$ cat config.mk
export PLATFORM = sky130hd
export DESIGN_NAME = udc_host_sequencer
export DESIGN_NICKNAME = d
export VERILOG_FILES = /design/src/rtl/udc_host_sequencer.sv
export SDC_FILE = /design/constraint.sdc
export NUM_CORES = 1
export LEC_CHECK = 0
export ABC_AREA = 1
export CAP_MARGIN = 20
export CELL_PAD_IN_SITES_DETAIL_PLACEMENT = 1
export CELL_PAD_IN_SITES_GLOBAL_PLACEMENT = 2
export CORE_MARGIN = 1.5
export CORE_UTILIZATION = 31
export DETAILED_ROUTE_END_ITERATION = 8
export PLACE_DENSITY_LB_ADDON = 0.1
export SYNTH_ARGS = -nofsm -noshare
export SYNTH_HDL_FRONTEND = slang
export SYNTH_SLANG_ARGS = --single-unit
export TNS_END_PERCENT = 20
$ cat constraint.sdc
create_clock -name clk -period 5.2 [get_ports clk]
set_input_delay 1.04 -clock clk [delete_from_list [all_inputs] [get_ports clk]]
set_output_delay 1.04 -clock clk [all_outputs]
set_load 0.02 [all_outputs]
$ cat src/rtl/udc_host_sequencer.sv
`default_nettype none
// ============================================================================
// Module      : udc_host_sequencer
// Description : Bus master that loads one job (PLR, ULR, LLR, CCR) into an
//               up_down_counter255 over its ncs/nwr/nrd/a1/a0/din bus. It can
//               optionally read the four registers back to check them, then
//               pulses start, waits for ec/err or a timeout, and reports a
//               one-cycle done with status.
// Ports       : clk, reset (async, active-low)
//               cmd_valid/cmd_ready, cmd_plr/ulr/llr/ccr, cmd_verify : job port
//               ncs, nwr, nrd, a1, a0, din_out, din_oe, din_in     : counter bus
//               start, ec, err, dir                                : counter control
//               busy, done, status, last_dir                       : job result
// Revision    : 1.0 - initial release
// ============================================================================
module udc_host_sequencer #(
    parameter int TIMEOUT = 1023   // max WAIT cycles without ec/err; >= 1
) (
    input  logic       clk,
    input  logic       reset,
    input  logic       cmd_valid,
    output logic       cmd_ready,
    input  logic [7:0] cmd_plr,
    input  logic [7:0] cmd_ulr,
    input  logic [7:0] cmd_llr,
    input  logic [7:0] cmd_ccr,
    input  logic       cmd_verify,
    output logic       ncs,
    output logic       nwr,
    output logic       nrd,
    output logic       a1,
    output logic       a0,
    output logic [7:0] din_out,
    output logic       din_oe,
    input  logic [7:0] din_in,
    output logic       start,
    input  logic       ec,
    input  logic       err,
    input  logic       dir,
    output logic       busy,
    output logic       done,
    output logic [1:0] status,
    output logic       last_dir
);

    localparam int            CW      = $clog2(TIMEOUT + 1);
    localparam logic [CW-1:0] C_TLAST = CW'(TIMEOUT - 1);
    localparam logic [CW-1:0] C_ONE   = CW'(1);

    localparam logic [1:0] C_ST_OK  = 2'b00;
    localparam logic [1:0] C_ST_ERR = 2'b01;
    localparam logic [1:0] C_ST_TMO = 2'b10;
    localparam logic [1:0] C_ST_VFY = 2'b11;

    typedef enum logic [2:0] {
        S_IDLE = 3'd0,
        S_WR   = 3'd1,
        S_RD   = 3'd2,
        S_STRT = 3'd3,
        S_WAIT = 3'd4,
        S_DONE = 3'd5
    } state_t;

    state_t        r_state;
    logic [7:0]    r_job [4];   // indexed by register address
    logic          r_verify;
    logic [1:0]    r_idx;       // current write/read slot
    logic [1:0]    r_addr;
    logic          r_mis;       // sticky read-back mismatch
    logic [CW-1:0] r_tcnt;

    // Mismatch state including the read completing on this edge.
    logic w_rd_mis;
    assign w_rd_mis = r_mis | (din_in != r_job[r_idx]);

    assign a1 = r_addr[1];
    assign a0 = r_addr[0];

    // All bus/handshake outputs are registered: each transition programs the
    // output values of the state being entered.
    always_ff @(posedge clk or negedge reset) begin
        if (!reset) begin
            r_state   <= S_IDLE;
            for (int i = 0; i < 4; i++) r_job[i] <= 8'd0;
            r_verify  <= 1'b0;
            r_idx     <= 2'd0;
            r_addr    <= 2'd0;
            r_mis     <= 1'b0;
            r_tcnt    <= '0;
            ncs       <= 1'b1;
            nwr       <= 1'b1;
            nrd       <= 1'b1;
            din_out   <= 8'd0;
            din_oe    <= 1'b0;
            start     <= 1'b0;
            cmd_ready <= 1'b1;
            busy      <= 1'b0;
            done      <= 1'b0;
            status    <= C_ST_OK;
            last_dir  <= 1'b0;
        end else begin
            start <= 1'b0;
            done  <= 1'b0;
            case (r_state)
                S_IDLE: begin
                    if (cmd_valid) begin
                        r_job[0]  <= cmd_plr;
                        r_job[1]  <= cmd_ulr;
                        r_job[2]  <= cmd_llr;
                        r_job[3]  <= cmd_ccr;
                        r_verify  <= cmd_verify;
                        r_idx     <= 2'd0;
                        r_addr    <= 2'd0;
                        ncs       <= 1'b0;
                        nwr       <= 1'b0;
                        din_out   <= cmd_plr;
                        din_oe    <= 1'b1;
                        cmd_ready <= 1'b0;
                        busy      <= 1'b1;
                        r_state   <= S_WR;
                    end
                end

                S_WR: begin
                    if (r_idx == 2'd3) begin
                        nwr     <= 1'b1;
                        din_oe  <= 1'b0;
                        din_out <= 8'd0;
                        r_idx   <= 2'd0;
                        r_addr  <= 2'd0;
                        if (r_verify) begin
                            nrd     <= 1'b0;
                            r_mis   <= 1'b0;
                            r_state <= S_RD;
                        end else begin
                            start   <= 1'b1;
                            r_state <= S_STRT;
                        end
                    end else begin
                        r_idx   <= r_idx + 2'd1;
                        r_addr  <= r_idx + 2'd1;
                        din_out <= r_job[r_idx + 2'd1];
                    end
                end

                S_RD: begin
                    if (r_idx == 2'd3) begin
                        nrd    <= 1'b1;
                        r_idx  <= 2'd0;
                        r_addr <= 2'd0;
                        if (w_rd_mis) begin
                            // Bad read-back: report without ever starting.
                            ncs     <= 1'b1;
                            done    <= 1'b1;
                            status  <= C_ST_VFY;
                            r_state <= S_DONE;
                        end else begin
                            start   <= 1'b1;
                            r_state <= S_STRT;
                        end
                    end else begin
                        r_mis  <= w_rd_mis;
                        r_idx  <= r_idx + 2'd1;
                        r_addr <= r_idx + 2'd1;
                    end
                end

                S_STRT: begin
                    // ec/err are deliberately not looked at here.
                    r_tcnt  <= '0;
                    r_state <= S_WAIT;
                end

                S_WAIT: begin
                    if (err || ec || (r_tcnt == C_TLAST)) begin
                        ncs      <= 1'b1;
                        done     <= 1'b1;
                        last_dir <= dir;
                        // err has priority over a simultaneous ec.
                        status   <= err ? C_ST_ERR : (ec ? C_ST_OK : C_ST_TMO);
                        r_state  <= S_DONE;
                    end else begin
                        r_tcnt <= r_tcnt + C_ONE;
                    end
                end

                S_DONE: begin
                    cmd_ready <= 1'b1;
                    busy      <= 1'b0;
                    r_state   <= S_IDLE;
                end

                default: begin
                    ncs       <= 1'b1;
                    nwr       <= 1'b1;
                    nrd       <= 1'b1;
                    din_oe    <= 1'b0;
                    cmd_ready <= 1'b1;
                    busy      <= 1'b0;
                    r_state   <= S_IDLE;
                end
            endcase
        end
    end

endmodule
`default_nettype wire
# After elaboration in Yosys (flattened, before gate mapping)
# Cells that the tools add are included.
totals:
  regBits: 68
  inputBits: 47
  output_inout_bits: 21
  elab_cells: 125
op_classes:
  addsub: 2
  order_cmp: 2
  n_eq_ne: 16
  n_mux: 53
  bitwise_logic: 7
  n_reduce_logical: 25
ops:
  columns: ["op", "count"]
  rows:
  - ["$mux W8", 6]
  - ["$bmux W8 S2", 2]
  - ["$pmux W10 S2", 1]
  - ["$mux W1", 18]
  - ["$ne A2 B2 Y1 const B", 8]
  - ["$pmux W8 S2", 1]
  - ["$reduce_and A4 Y1", 4]
  - ["$mux W3", 5]
  - ["$pmux W3 S5", 1]
  - ["$mux W2", 7]
  - ["$reduce_and A2 Y1", 6]
  - ["$reduce_or A4 Y1", 3]
  - ["$add A10 B1 Y10 const B", 1]
  - ["$eq A10 B10 Y1 const B", 1]
  - ["$mux W10", 1]
  - ["$pmux W1 S2", 5]
  - ["$reduce_bool A2 Y1", 5]
  - ["$pmux W1 S3", 3]
  - ["$ne A8 B8 Y1", 1]
  - ["$pmux W2 S2", 2]
  - ["$eq A3 B2 Y1 const B", 2]
  - ["$eq A3 B3 Y1 const B", 2]
  - ["$ge A3 B3 Y1 const B", 2]
  - ["$not A2 Y3", 2]
  - ["12 further kinds", 16]

# Longest topological paths before layout
depth:
  word_depth: 9
  depth_mapped: 14
  depth_no_buf: 14

# Worst setup path before layout
# Ideal clock, no wire load.
synth_timing:
  path_kind: "input-to-reg"
  start: "in cmd_valid"
  end: "reg r_job[25] in the netlist's numbering"
  setup_time_ns: 0.117
  arrival_time_ns: 1.868
  required_ns: 5.083
  slack_ns: 3.215
  stages: 7
  n_path_buf: 2
  path_cell_list: "nor2_1 nor2_1 inv_1 buf_2 buf_2 nand2_1 nand2_1"
synth_between:
  elab_chain_cells: 1
synth_rtl:
  columns: ["element", "line_no", "rtl"]
  rows:
  - ["start: declaration", "21", "input logic cmd_valid,"]
  - ["$reduce_and A2 Y1 (no line)", null, null]
  - ["end: declaration", "65", "logic [7:0] r_job [4];"]
# Every way passes these cells.
# A chain may end at the register's enable or synchronous reset.

# Worst setup path after layout
layout_timing:
  start: "in cmd_valid"
  end: "reg r_job[20] in the netlist's numbering"
# The elaborated chain is that of the path after synthesis.

==> impl_metrics.csv <==
group,metric,value,unit
outcome,status,"finished, final reports clean",
hold_path,hold_path_end,"ncs",
global_routing,globalRouteTotalUtil,18.97,%
final_layout,final_cells,716,
sta,rsz0062_at_grt,"no",
sta,fmax,340.5,MHz
final_layout,drive_gt1_share,5.759,%
detailed_routing,ant_nets,0,
global_routing,grt_pass1_vias,3549,
global_routing,grt_overflow,0,
yosys,synth-main-ff-cell,"dfrtp_1",
global_routing,grt_first_pass_wirelength,18380,um
sta,finalHoldViolations,0,
yosys,synth_edf_count,0,
yosys,ys_warn_count,0,
floorplan,fp.coreArea,11470,um^2
final_layout,final_common_cell,"nand2_1",
pwr,leakage,2.255,nW
cts,cts_made_buffers,9,
yosys,synth.cell_area,3652,um^2
cts,clk_pin_slew,0.05,ns
detailed_routing,drc,0,
yosys,synth-compound-area-share,10.52,%
floorplan,initial_core_util,31.85,%
detailed_routing,drt-total-wl,10920,um
worst_setup_path,crit_arrival,3.16,ns
final_layout,fin_nets,618,
placed_design,placedCellCount,700,
hold_path,hold_path.class,"reg -> reg",
sta,final-setup-viol-count,0,
sta,relSlewSlack,37.89,%
global_routing,antenna_found_initial,0,
worst_setup_path,crit_fanout,29,
yosys,yosysTopAreaCell,"dfrtp_1",
floorplan,chipWidth,111.5,um
sta,layout_min_cycle_time,2.937,ns
detailed_routing,vias,3392,
placed_design,dpl_cell_area,4436,um^2
cts,ctsRootBufferMaster,"clkbuf_16",
hold_path,hold_start,"ncs",
sta,fin_hold_ws,0.4763,ns
yosys,ys_top_cells_by_area,"dfrtp_1 44%, nand2_1 21%, o21ai_0 6.2%",
placed_design,dp_hpwl,8225,um
floorplan,die_y,111.5,um
floorplan,io_pins,68,
worst_setup_path,cp-start-kind,"input pin",
yosys,synth-xor-area-share,1.199,%
yosys,muxShareOfSynthArea,0.3083,%
yosys,async_flop_share,100.0,%
worst_setup_path,r2r_setup_slack,2.71,ns
yosys,ys_seq_elements,68,
worst_setup_path,required,5.42,ns
detailed_routing,wl_per_cell,15.25,um
cts,hold_buffers,0,
pwr,ir_drop,0.0002836,V
worst_setup_path,slowest_delay,0.67,ns
yosys,syn_inst,505,
cts,post_cts_buffers,0,
final_layout,syn_to_final_growth,28.88,%
worst_setup_path,endpoint_kind,"flip-flop",
pwr,power,3.016,mW
detailed_routing,viasPerCell,4.737,
hold_path,hold_depth,2,
sta,worst_pin_slew,0.9282,ns
worst_setup_path,critical_path_class,"in -> reg",
cts,clockBufferDepth,2,
cts,clock_sinks,68,
yosys,avgSynthCellArea,7.232,um^2
yosys,synth_nets,555,
cts,ctsResizeCount,0,
final_layout,final_cell_mix,"200 x nand2_1, 66 x clkdlybuf4s50_1, 64 x dfrtp_1",
yosys,synth_top_family_by_area,"simple AND/OR/NAND/NOR gates",
worst_setup_path,r2r-end,"r_job[20]",
placed_design,gp_congestion,0.8249,
detailed_routing,drtPass1Iterations,4,
worst_setup_path,critical_path.most_common_cell,"nand2_1",
detailed_routing,drt_iter0_markers,160,
worst_setup_path,reg2reg_depth,6,
pwr,power.density,640.7,nW/um^2
yosys,synth_cell_types,34,
job,maxCapViolCount,0,
sta,setup_slack,2.263,ns
final_layout,fin_area,4707,um^2
sta,slew_violations,0,
yosys,ys_seq_area_share,46.73,%
yosys,synthSimpleGateAreaFrac,33.23,%
sta,fin_crit_sh,56.47,%
placed_design,port_buffers,67,
yosys,synth_top_area_share,43.85,%
cts,h-tree-depth,3,
worst_setup_path,crit_chain,"clkdlybuf4s50_1 -> nor2_1 -> nor2_2 -> inv_1 -> nand2_1 -> nand2_1",
sta,fin_skew,0.004415,ns
worst_setup_path,timing.rr.start,"r_state[1]",
placed_design,pre_cts_ws,1.835,ns
worst_setup_path,slowest_stage,"nor2_2",
floorplan,rows,39,
final_layout,diodes,0,
yosys,synth-adder-area-share,1.028,%
floorplan,die_area,12440,um^2
global_routing,grt_max_degree,43,
cts,cts_tree,"yes",
cts,clk_latency,0.34,ns
final_layout,final_core_util,41.05,%
sta,setup_tns,0,ns
registers in the layout (all words and copies together) (netlist names):
signal     cells
r_verify       1
r_addr         2
r_job         32
nrd            1
din_out        8
din_oe         1
start          1
status         2
cmd_ready      1
ncs            1
last_dir       1
r_state        3
busy           1
done           1
r_tcnt        10
r_mis          1
nwr            1
kinds of logic (layout without fill, tap and decap cells):
group,after synthesis,after routing
flops,68,68
simple gates,294,294
xor+xnor,5,5
compound gates,71,71
buf+inv,63,131
fa+ha+maj,3,3
mux,1,1
layout make-up:
class | instances | area (um^2)
Clock buffer | 12 | 246.5
Sequential cell | 68 | 1707
Clock inverter | 4 | 25.02
Tap cell | 143 | 178.9
Timing Repair Buffer | 70 | 688.2
Multi-Input combinational cell | 374 | 1693
Fill cell | 1437 | 6760
Inverter | 45 | 168.9
critical path, delay by kind of cell:
| family | cells | cell delay [ns] |
|---|---|---|
| buf+inv | 2 | 1.10 |
| simple gates | 4 | 1.00 |
synthesized netlist by cell type, types with 3 or more instances:
library cell and instances:
nand2_1 200, o31ai_1 3, a21oi_1 13, nor3_1 6, clkbuf_1 10, nor2_1 34, ha_1 3, xor2_1 3
nor2_2 3, dfrtp_1 64, a22oi_1 4, nand4_1 8, o21ai_0 45, nand3_1 35, buf_2 6, inv_1 43
dfstp_2 4
power breakdown:
group / total [mW] / switching (mW) / internal [mW]
sequential: 0.951 / 0.185 / 0.766
clock: 0.558 / 0.224 / 0.334
combinational: 1.51 / 0.969 / 0.537
routing by layer:
layer	routed length [um]	GRT usage [%]	vias to the layer above
li1	-	-	1742
met1	5665	27.28	1571
met2	4547	27.85	69
met3	595	5.444	10
met4	113	5.401	0
met5	0	0	-
worst max-delay path by stage:
stage               from  depth (start not counted)   endpoint  slack (ns)
2_1_floorplan  cmd_valid                          7  r_job[25]        3.21
5_1_grt        cmd_valid                          6   r_job[4]        1.97
3_3_place_gp   cmd_valid                          6  r_job[25]        1.89
6_report       cmd_valid                          6  r_job[20]        2.26
3_5_place_dp   cmd_valid                          6  r_job[20]        1.83
4_1_cts        cmd_valid                          6  r_job[20]        2.19
Power figures use the tool's default switching activity.
==> patch 1: new RTL, same settings <==
Encoding of `state_t`: now one-hot (6 bits for 6 states).
--- a/src/rtl/udc_host_sequencer.sv
+++ b/src/rtl/udc_host_sequencer.sv
@@ -53,11 +53,11 @@
     localparam logic [1:0] C_ST_VFY = 2'b11;
 
-    typedef enum logic [2:0] {
-        S_IDLE = 3'd0,
-        S_WR   = 3'd1,
-        S_RD   = 3'd2,
-        S_STRT = 3'd3,
-        S_WAIT = 3'd4,
-        S_DONE = 3'd5
+    typedef enum logic [5:0] {
+        S_IDLE = 6'b000001,
+        S_WR   = 6'b000010,
+        S_RD   = 6'b000100,
+        S_STRT = 6'b001000,
+        S_WAIT = 6'b010000,
+        S_DONE = 6'b100000
     } state_t;
 
Check against the original RTL: no difference found for any inputs over 10 cycles, from zero or initial values and one cycle with reset low; not proved beyond that.
==> patch 1 against the unedited design <==
  * The flow now finishes with violations (design-rule violations)
  * Sequential share of layout area rose by 1.3 points
  * Total power fell by 10%
  * Routed wire length fell by 1.1%
  * Core utilization barely moved
  * Sequential cell count rose by 3
  * Setup slack improved by 0.045 ns
  * Synthesized area rose by 1.5%
  * Design area rose by 0.77%
==> patch 1: results (changes against the unedited design) <==
[synth]
ys_types=38  ; +12%
syn-num-nets=529  ; -4.7%
ys.warnings.count=0  ; unchanged
synth_commonest_cells=nand2_1 (197), dfrtp_1 (66), nand3_1 (37)
synth_area_leaders=dfrtp_1 (45%), nand2_1 (20%), nand3_1 (5.0%)
synth_seq_area_share_pct=48.1  ; +1.3 points

[status]
failed_checks=design-rule violations
outcome=finished, violations left

[global_routing]
track_usage_pct=18.4  ; -0.57 points
grt_pass1_wl_um=18000  ; -2.0%
grt_antenna_before_repair=0  ; unchanged
grt_max_degree=39  ; -9.3%
grt_pass1_vias=3477  ; -2.0%

[sta]
clock_skew_ns=0.0108  ; +0.00637 ns
setup_ws_ns=2.31  ; +0.0455 ns
hold-worst-slack_ns=0.463  ; -0.0130 ns
slew_headroom_pct=41.2  ; +3.3 points

[power_and_ir_drop]
leakagePower_nw=2.27  ; +0.81%
ir_drop_uv=274  ; -3.4%

[place]
dpl.hpwl_um=7750  ; -5.8%
place_congestion=0.805  ; -2.4%
pre_cts_slack_ns=1.88  ; +0.0497 ns

[detailed_routing]
num_vias=3307  ; -2.5%
post_drt_wl_per_cell_um=15.6  ; +2.3%
firstDrtPassIters=9  ; +5
drc=6  ; +6
drt_iter0_drc=144  ; -10%

[setup_path]
critPathSlowestCell=nor2_4
cp_max_fo=38  ; +31%
worstPathArrival_ns=3.09  ; -0.07 ns
crit_buf_inv=3  ; +1

[finish]
nets=594  ; -3.9%
drive_above_1_share_pct=8.56  ; +2.8 points
n_fill_cell=1412  ; -1.7%

patch 1: layer usage:
| layer | GRT usage [%] | routed length (µm) | vias to the layer above |
|---|---|---|---|
| met5 | 0 | 0 | - |
| met4 | 6.50 | 108 | 0 |
| met3 | 3.02 | 343 | 9 |
| met2 | 26.1 | 4410 | 55 |
| met1 | 28.2 | 5940 | 1568 |
| li1 | - | - | 1675 |
patch 1: worst paths after layout:
| check | start | to |
|---|---|---|
| worst min register to register | ncs | ncs |
| max in group asynchronous | reset | ncs |
| min in group asynchronous | reset | r_job[3] |
| worst max register to register | r_state[4] | r_addr[0] |
| worst max-delay path | cmd_valid | r_addr[0] |
| worst min-delay path | ncs | ncs |
patch 1: cell families (layout without fill, tap and decap cells):
family,after synthesis,count (layout),share of synthesized area (%)
xor+xnor,8,8,1.89
compound gates,50,50,7.35
flops,71,71,48.1
buf+inv,47,117,6.14
simple gates,299,299,35.2
fa+ha+maj,3,3,1.01
mux,1,1,0.304
patch 1: through the flow:
stage                     instances  utilization, %  area, µm²
final                           692            41.0       4740
after CTS                       692            41.0       4740
after detailed placement        676            38.6       4470
after global placement          676            38.6       4470
after global routing            692            41.0       4740
after floorplan                 479               -       3710
patch 1: area by class of cell:
| cell class | instances | area [µm²] | area share [%] |
|---|---|---|---|
| inverter | 32 | 125 | 2.64 |
| multi-input combinational | 361 | 1700 | 35.8 |
| tap | 143 | 179 | 3.77 |
| clock inverter | 3 | 17.5 | 0.369 |
| timing repair buffer | 69 | 681 | 14.3 |
| sequential | 71 | 1780 | 37.6 |
| clock buffer | 13 | 260 | 5.49 |
patch 1: report_power, final:
group	switching (W)	leakage, nW	internal, W	total (W)
sequential	0.000172	0.893	0.000778	0.000950
clock	0.000239	0.136	0.000348	0.000587
combinational	0.000736	1.24	0.000434	0.00117
==> patch 2: new RTL, same settings <==
Made on the original files. Set the parameter `TIMEOUT` to 2046 (it was 1023).
--- a/src/rtl/udc_host_sequencer.sv
+++ b/src/rtl/udc_host_sequencer.sv
@@ -15,5 +15,5 @@
 // ============================================================================
 module udc_host_sequencer #(
-    parameter int TIMEOUT = 1023   // max WAIT cycles without ec/err; >= 1
+    parameter int TIMEOUT = 2046   // max WAIT cycles without ec/err; >= 1
 ) (
     input  logic       clk,
Check against the original RTL: same outputs for any inputs over 10 cycles, from zero or initial values and one cycle with reset low; that may be too few to reach the edited logic, so the function may still have changed.
==> patch 2 against the unedited design <==
  * Setup slack improved by 0.088 ns
  * Synthesized cell count fell by 0.20%
  * Synthesized area up 5.9%
  * First-iteration DRC count decreased by 22%
  * Final cell count up 3.6%
  * Clock skew hardly changed
  * Total power shrank 0.16%
  * Core utilization down 0.32 points
  * Highest routed layer unchanged
  * Sequential cell count increased by 1
  * Clock power up 0.9%
  * Routed wire length is 6.1% higher
  * Design area increased by 4.8%
  * Largest cell class is now multi-input gates
  * Largest power group unchanged
  * Maximum frequency rose by 3.1%
==> patch 2: results (changes against the unedited design) <==
[sta]
setup_viol=0  ; unchanged
hold-worst-slack_ns=0.460  ; -0.0160 ns
clock_skew_ns=0.00489  ; +0.000478 ns
worst_pin_slew_ns=0.881  ; -0.0473 ns

[finish]
n_fill_cell=1514  ; +5.4%
nets=619  ; +0.16%
drive_above_1_share_pct=13.4  ; +7.7 points
largestRegisters=r_job (32), r_tcnt (11), din_out (8)

[synth]
yosysTopAreaCellShare_pct=42.0  ; -1.8 points
netlist_instances=504  ; -0.20%
synth_seq_area_share_pct=44.8  ; -2.0 points
synth_xor_xnor_area_share_pct=0.647  ; -0.55 points
synth_compound_area_share_pct=9.96  ; -0.56 points
synth_commonest_cells=nand2_1 (190), dfrtp_1 (65), inv_1 (35), o21ai_0 (35), nor2_1 (26)
synth_fa_ha_area_share_pct=0.970  ; -0.058 points
synth-edff-count=0  ; unchanged
ys_types=40  ; +18%
synth_area_leaders=dfrtp_1 (42%), nand2_1 (18%), o21ai_0 (4.5%)
syn-num-nets=554  ; -0.18%
synthMuxAreaShare_pct=0.582  ; +0.27 points

[setup_path]
ff2ff_path_depth=5  ; -1
worstPathArrival_ns=1.81  ; -1.35 ns
cp_top_family=flip-flops
rr_endpoint=din_out[1]
slowest_delay_ns=0.75  ; +0.08 ns
r2r-start=r_addr[1]
cp_max_fo=12  ; -59%
critPathSlowestCell=dfrtp_1
rrSetupSlack_ns=3.02  ; +0.31 ns

[clock_network]
cts_resized=0  ; unchanged
cts.clk_slew.worst_paths_ns=0.05  ; about the same
clockBufferDepth=2  ; unchanged
clk_latency_ns=0.34  ; about the same

[place]
dpl.hpwl_um=8390  ; +2.1%
place_congestion=0.775  ; -6.0%
dp_cells=726  ; +3.7%

[global_routing]
track_usage_pct=19.0  ; about the same
grt_pass1_vias=3581  ; +0.90%
grt_pass1_wl_um=19000  ; +3.4%
grt_use_met3_pct=2.91  ; -2.5 points
use_met2_pct=29.2  ; +1.4 points
use_met1_pct=26.9  ; -0.38 points
grt_antenna_before_repair=0  ; unchanged
grt_max_degree=45  ; +4.7%

[status]
outcome=complete, no violations

[worst_hold_path]
min_to=ncs
hp-start=ncs

[detailed_routing]
post_drt_wl_per_cell_um=15.6  ; +2.4%
routed_wl_um=11600  ; +6.1%
num_vias=3500  ; +3.2%
firstDrtPassIters=4  ; unchanged
drt_iter0_drc=125  ; -22%

[power_and_ir_drop]
ir_drop_uv=295  ; +3.9%
leakagePower_nw=2.29  ; +1.7%
power.internal_w=0.00164  ; +0.11%

[patch 2: cell types whose count changed in the layout (fill, tap and decap cells not counted), moves of 7 or more]
cell | unedited run | this run
nor2_4 | 0 | 7
inv_1 | 43 | 35
nand2_2 | 1 | 12
nor2_1 | 33 | 26
inv_2 | 2 | 12
o21ai_0 | 45 | 35
nand3_2 | 0 | 11
nand3_1 | 35 | 22
nand2_1 | 200 | 190
[patch 2: cell type report]
class / count / share of cell area [%]
inverter: 48 / 3.75
tap: 168 / 4.26
sequential: 69 / 35.1
multi-input combinational: 371 / 37.6
clock inverter: 2 / 0.203
clock buffer: 14 / 5.15
timing repair buffer: 70 / 14.0
[patch 2: how the worst max path moves through the flow]
stage	cells past startpoint	to	startpoint	slack (ns)
floorplan	9	r_tcnt[10]	ec	3.32
global placement	7	din_out[0]	cmd_valid	2.32
detailed placement	7	din_out[6]	cmd_valid	2.23
CTS	1	a1	r_addr[1]	2.31
global route	1	a1	r_addr[1]	2.27
finish	1	a1	r_addr[1]	2.35
[patch 2: power groups by stage]
stage / Combinational [W] / Sequential [W] / Clock, W
2_1_floorplan: 0.000976 / 0.000989 / 0
3_3_place_gp: 0.00148 / 0.000961 / 0
3_5_place_dp: 0.00152 / 0.000965 / 0
4_1_cts: 0.00152 / 0.000960 / 0.000580
5_1_grt: 0.00168 / 0.000988 / 0.000597
6_report: 0.00149 / 0.000955 / 0.000563
[patch 2: cell families after synthesis]
group	Yosys count
DFF	69
buffers and inverters	64
adders and majority gates	3
AOI/OAI and AO/OA	68
and+or+nand+nor	296
muxes	2
xor gates and xnor gates	2
[patch 2: routing by layer]
| layer | up-vias | wire [µm] |
|---|---|---|
| met1 | 1684 | 5880 |
| met2 | 63 | 5110 |
| met3 | 12 | 400 |
| met5 | - | 0 |
| li1 | 1741 | - |
| met4 | 0 | 204 |
[patch 2: metrics by stage]
step	util (%)	instance area (µm²)	worst slack (ns)
CTS	40.7	4930	2.31
finish	40.7	4930	2.35
global placement	38.5	4670	2.32
floorplan	-	3870	3.32
detailed placement	38.5	4670	2.23
global route	40.7	4930	2.27
[patch 2: worst register-to-register path: stages, from the launching register on]
cell      delay, ns
dfrtp_1        0.62
ha_1           0.74
inv_1          0.28
o21ai_0        0.14
a21oi_1        0.06
o311ai_1       0.24
